===== src/rtl/bus_pkg.sv =====
// Shared bus definitions: arbiter state encoding, wait-counter width and default slave timeout.
package bus_pkg;

  typedef enum logic [1:0] {
    IDLE = 2'd0,
    OWN0 = 2'd1,
    OWN1 = 2'd2
  } state_t;

  localparam int unsigned TIMEOUT_DEFAULT = 255;
  localparam int unsigned CNT_W           = 16;

endpackage


===== src/rtl/bus_arbiter.sv =====
// Two-master round-robin arbiter onto one slave bus; request reaches the slave 1 cycle after mN_valid.
// Owner's ready/rdata follow the slave combinationally; a stalled slave is aborted after TIMEOUT cycles.
module bus_arbiter
  import bus_pkg::*;
#(
  parameter int unsigned  TIMEOUT  = TIMEOUT_DEFAULT,
  parameter logic [31:0]  ERR_DATA = 32'hFFFF_FFFF
) (
  input  logic        clk,
  input  logic        rst,
  input  logic        m0_valid,
  output logic        m0_ready,
  input  logic [31:0] m0_addr,
  input  logic [31:0] m0_wdata,
  input  logic [3:0]  m0_wstrb,
  output logic [31:0] m0_rdata,
  input  logic        m1_valid,
  output logic        m1_ready,
  input  logic [31:0] m1_addr,
  input  logic [31:0] m1_wdata,
  input  logic [3:0]  m1_wstrb,
  output logic [31:0] m1_rdata,
  output logic        s_valid,
  input  logic        s_ready,
  output logic [31:0] s_addr,
  output logic [31:0] s_wdata,
  output logic [3:0]  s_wstrb,
  input  logic [31:0] s_rdata,
  output logic [1:0]  grant,
  output logic        timeout
);

  localparam logic [CNT_W-1:0] CNT_LAST = CNT_W'(TIMEOUT - 1);

  state_t           state_q, state_d;
  logic [CNT_W-1:0] cnt_q, cnt_d;
  logic             last_q, last_d;   // 1: m1 was granted last
  logic             own0, own1, own_valid, tmo_hit, done;

  assign own0      = (state_q == OWN0);
  assign own1      = (state_q == OWN1);
  assign own_valid = (own0 && m0_valid) || (own1 && m1_valid);
  // Slave completion in the last allowed cycle takes priority over the abort.
  assign tmo_hit   = own_valid && !s_ready && (cnt_q == CNT_LAST);
  assign done      = own_valid && (s_ready || tmo_hit);

  always_comb begin
    s_valid  = own_valid && !tmo_hit;
    s_addr   = '0;
    s_wdata  = '0;
    s_wstrb  = '0;
    grant    = {own1, own0};
    timeout  = tmo_hit;
    m0_ready = own0 && done;
    m1_ready = own1 && done;
    m0_rdata = '0;
    m1_rdata = '0;
    if (own0) begin
      s_addr   = m0_addr;
      s_wdata  = m0_wdata;
      s_wstrb  = m0_wstrb;
      m0_rdata = tmo_hit ? ERR_DATA : s_rdata;
    end else if (own1) begin
      s_addr   = m1_addr;
      s_wdata  = m1_wdata;
      s_wstrb  = m1_wstrb;
      m1_rdata = tmo_hit ? ERR_DATA : s_rdata;
    end
  end

  always_comb begin
    state_d = state_q;
    cnt_d   = cnt_q;
    last_d  = last_q;
    unique case (state_q)
      IDLE: begin
        cnt_d = '0;
        if (m0_valid && m1_valid) state_d = last_q ? OWN0 : OWN1;
        else if (m0_valid)        state_d = OWN0;
        else if (m1_valid)        state_d = OWN1;
      end
      OWN0, OWN1: begin
        if (!own_valid) begin
          state_d = IDLE;
        end else if (done) begin
          state_d = IDLE;
          last_d  = own1;
        end else begin
          cnt_d = cnt_q + 1'b1;
        end
      end
      default: state_d = IDLE;
    endcase
  end

  always_ff @(posedge clk) begin
    if (rst) begin
      state_q <= IDLE;
      cnt_q   <= '0;
      last_q  <= 1'b1;
    end else begin
      state_q <= state_d;
      cnt_q   <= cnt_d;
      last_q  <= last_d;
    end
  end

endmodule


===== config.mk =====
export PLATFORM = sky130hd
export DESIGN_NAME = bus_arbiter
export DESIGN_NICKNAME = d
export VERILOG_FILES = /design/src/rtl/bus_pkg.sv /design/src/rtl/bus_arbiter.sv
export SDC_FILE = /design/constraint.sdc
export NUM_CORES = 1
export LEC_CHECK = 0
export BUFFER_PORTS_ARGS = -buffer_cell sky130_fd_sc_hd__buf_2
export CAP_MARGIN = 10
export CORE_AREA = 10 10 113 115
export CTS_BUF_LIST = sky130_fd_sc_hd__clkbuf_2 sky130_fd_sc_hd__clkbuf_4 sky130_fd_sc_hd__clkbuf_8
export CTS_CLUSTER_SIZE = 16
export DETAILED_ROUTE_END_ITERATION = 7
export DIE_AREA = 0 0 123 125
export PLACE_DENSITY = 0.69
export SYNTH_ARGS = -nofsm -noshare
export SYNTH_HDL_FRONTEND = slang
export SYNTH_SLANG_ARGS = --single-unit

===== constraint.sdc =====
create_clock -name clk -period 2.2 [get_ports clk]
set_input_delay 0.33 -clock clk [delete_from_list [all_inputs] [get_ports clk]]
set_output_delay 0.33 -clock clk [all_outputs]
set_load 0.01 [all_outputs]

==> impl_results.md <==
- Status: finished, violations left
- Failing checks: setup timing
- Multi-input logic area: ~0.0020 sq mm
- Final wirelength: roughly 19 mm
- Peak VDD IR: 0.1739 mV
- Top cell type's share of synthesized area: 23.41%
- Clk slew on worst S/H paths: about 80 ps
- Final ANT Viol Nets: 0
- Synth Area per Inst: 7.949 sq um
- Mapped Nets: approximately 500
- Period Utilization, post-route: 108.8%
- Worst EP arrival: 2060 ps
- Top post-synthesis cells by count: a22o_1 (68), o21a_1 (66), clkbuf_1 (26), dfxtp_1 (19), nand2_1 (11)
- Post-Synthesis Cells: 320
- Maxcap violations: 0
- Port buffer count: between 300 and 400
- Crit Path Max Fanout: 16
- Crit Path Category: flip-flop to output port
- Gr usage total: 22.42%
- Clock sinks: 19
- Simple-gate area share of the yosys netlist: between 10% and 20%
- Top-count cell post-synth: a22o_1
- Starting Density: between 20% and 30%
- WL per Instance: between 20 and 25 microns
- Vias in the first global route: about 4,100
- H-tree depth reported by CTS: 1
- First-pass GRT wire length: approximately 27 mm
- Cts hold-fix bufs: 0
- Ys flop type: dfxtp_1
- Grt ovf: 0
- Sequential share of power: roughly 22%
- Slew @ Worst Pin: ~470 ps
- Relative slew slack: just under 70%
- Final Hold Vio Count: 0
- Post-synth EDFFs: 0
- Fraction of registers with async set/reset: 0%
- Die H: 125 microns
- Switching power: about 0.67 mW
- Die Area: ~0.015 sq mm
- # IOs: ~310
- # DRC: 0
- Switching share of power: between 40% and 50%
- Power Internal: approximately 0.97 mW
- Max-slew violations: 0
- Total core area: ~0.011 sq mm
- Count of cell types in the netlist: 45
- Proportion of layout cells with a drive suffix above 1: between 50 and 60%
- HP Class: input pin to flip-flop
- Core Rows: 38
- Register area share after synthesis: 14.95%
- Pwr/cell area: approximately 330 mW/mm^2
- Clock network fraction of total power: between 15 and 20%
- Max Fclk: about 420 MHz
- Storage cell area: slightly below 400 sq um
- Combinational fraction of design power: 62.1%
- Dpl hpwl: approximately 15 mm
- Xor/xnor share of the synthesized area: 0%
- Die extent in x: ~120 microns
- Fill cells: around 1,100
- Final setup TNS: -9917 ps
- Yosys Warn Count: 0
- Iteration-0 DRC Markers: roughly 370
- Critical Path RT: about 1900 ps
- Nets: about 800
- CTS max path bufs: 2
- Setup violators final: 65
- Seq cells post-synth: 19
- TritonRoute pass-1 iters: 5
- Clk Latency, worst-skew pair: 280 ps
- Largest family of logic cells by synthesized area: compound AO/OA/AOI/OAI gates
- Clk_skew: around 8.5 ps
- CP Launch Type: flip-flop
- Post-Synth Adder-Cell Area: under 10%
- Placed cell count: roughly 750
- Vias: around 4,200
- Post-Syn Area: ~0.0025 sq mm
- Final worst slack: -193.2 ps
- Synth-to-Final Area Change: 92.23%
- Top cells by area, synth: a22o_1 (23%), o21a_1 (19%), dfxtp_1 (15%)
- Non-filler instance count after layout: between 700 and 800
- CTS buffer count: 3
- Root buf cell: clkbuf_8
- Mux cell area share after synthesis: under 10%
- Complex-gate fraction of the synthesized area: 54.06%
- RSZ-0062 raised after global routing: true
- Largest net degree at the start of global routing: between 60 and 70
- CTS tree: done
- Avg Vias per Cell: ~5.4
- Antenna violations before repair: 7
- Leakage: 2.526 nW
- Crit path time final: 2393 ps
- RePlAce Congestion: 0.9326
- Critical path endpoint category: output port
- Cell taking the most area after synthesis: a22o_1
routing by layer:
metal | wire length [microns] | up-vias | global-route usage (%)
li1 | - | 1916 | -
met3 | 2176 | 39 | 7.156
met4 | 369 | 4 | 4.935
met2 | 9770 | 283 | 38.73
met1 | 6902 | 1992 | 26.24
met5 | 27 | - | 0
what timing repair did:
item,in CTS,in global routing
setup buffers,4,5
endpoints found under the setup margin,135,94
gates resized for setup,27,23
cloned,4,5
pin swaps,2,4
critical path: stages (launching register included):
cell and delay (ps):
dfxtp_2 330, inv_2 60, ha_2 160, nor4b_4 220
nand4_1 210, nor3_4 200, buf_4 180, clkbuf_16 170
o21a_1 120, buf_2 140
state kept, by name (all words and copies together), names as in the netlist:
| name | cells |
|---|---|
| cnt_q | 16 |
| state_q | 2 |
| last_q | 1 |
power groups by stage:
stage | logic (mW) | clock network [mW] | registers [mW]
3_3_place_gp | 0.908 | 0 | 0.359
5_1_grt | 1.08 | 0.278 | 0.354
4_1_cts | 0.972 | 0.266 | 0.352
6_report | 1.02 | 0.267 | 0.353
2_1_floorplan | 0.434 | 0 | 0.358
3_5_place_dp | 0.916 | 0 | 0.359
cells in the final DEF (no fill, tap or decap), types with 4 or more instances in the layout:
cell type and n:
nor2b_1 5, nor4_1 5, clkbuf_16 5, buf_16 5, buf_4 25, dfxtp_1 15
buf_6 23, nand2_1 10, dfxtp_2 4, o21a_1 66, a31oi_1 5, diode_2 6
nand4_1 8, buf_2 288, or3_1 4, inv_1 5, nand3_1 8, buf_12 4
a22o_1 67, nor2_1 6, a311oi_1 6, a21oi_1 4, mux2i_1 5
area by class of cell:
| cell class | count | share of cell area, % |
|---|---|---|
| antenna | 6 | 0.3071 |
| clock buffer | 3 | 0.8444 |
| clock inverter | 1 | 0.1024 |
| inverter | 7 | 0.5885 |
| multi-input combinational | 254 | 40.92 |
| sequential | 19 | 7.881 |
| tap | 140 | 3.582 |
| timing repair buffer | 351 | 45.78 |
path summary, 6_finish.rpt:
kind	from	endpoint	slack, ps	depth (start not counted)
worst max-delay path	cnt_q[0]	m1_rdata[11]	-190	9
worst min-delay path	m1_valid	state_q[1]	350	3
worst max register to register	state_q[1]	cnt_q[9]	200	8
worst min register to register	cnt_q[14]	cnt_q[14]	500	2
metrics by stage:
stage / power, mW / util [%] / hold slack [ps] / area, sq um / worst slack [ps]
final: 1.636 / 46.12 / 349.7 / 4890 / -193.2
after global routing: 1.708 / 46.05 / 401.9 / 4882 / -266.3
after CTS: 1.591 / 43.51 / 363.4 / 4613 / -204.1
after detailed placement: 1.275 / 40.48 / 493.0 / 4292 / 48.06
after global placement: 1.267 / 40.48 / 481.7 / 4292 / 53.63
after floorplan: 0.7917 / - / 460.4 / 2544 / 63.97
logic make-up after synthesis:
logic type / count (synthesis)
multiplexers: 5
flip-flops: 19
buffers and inverters: 47
adder cells (fa/ha/maj): 5
AO/OA/AOI/OAI: 173
AND/OR/NAND/NOR: 71
No activity file was read; power rests on OpenSTA's default activity.
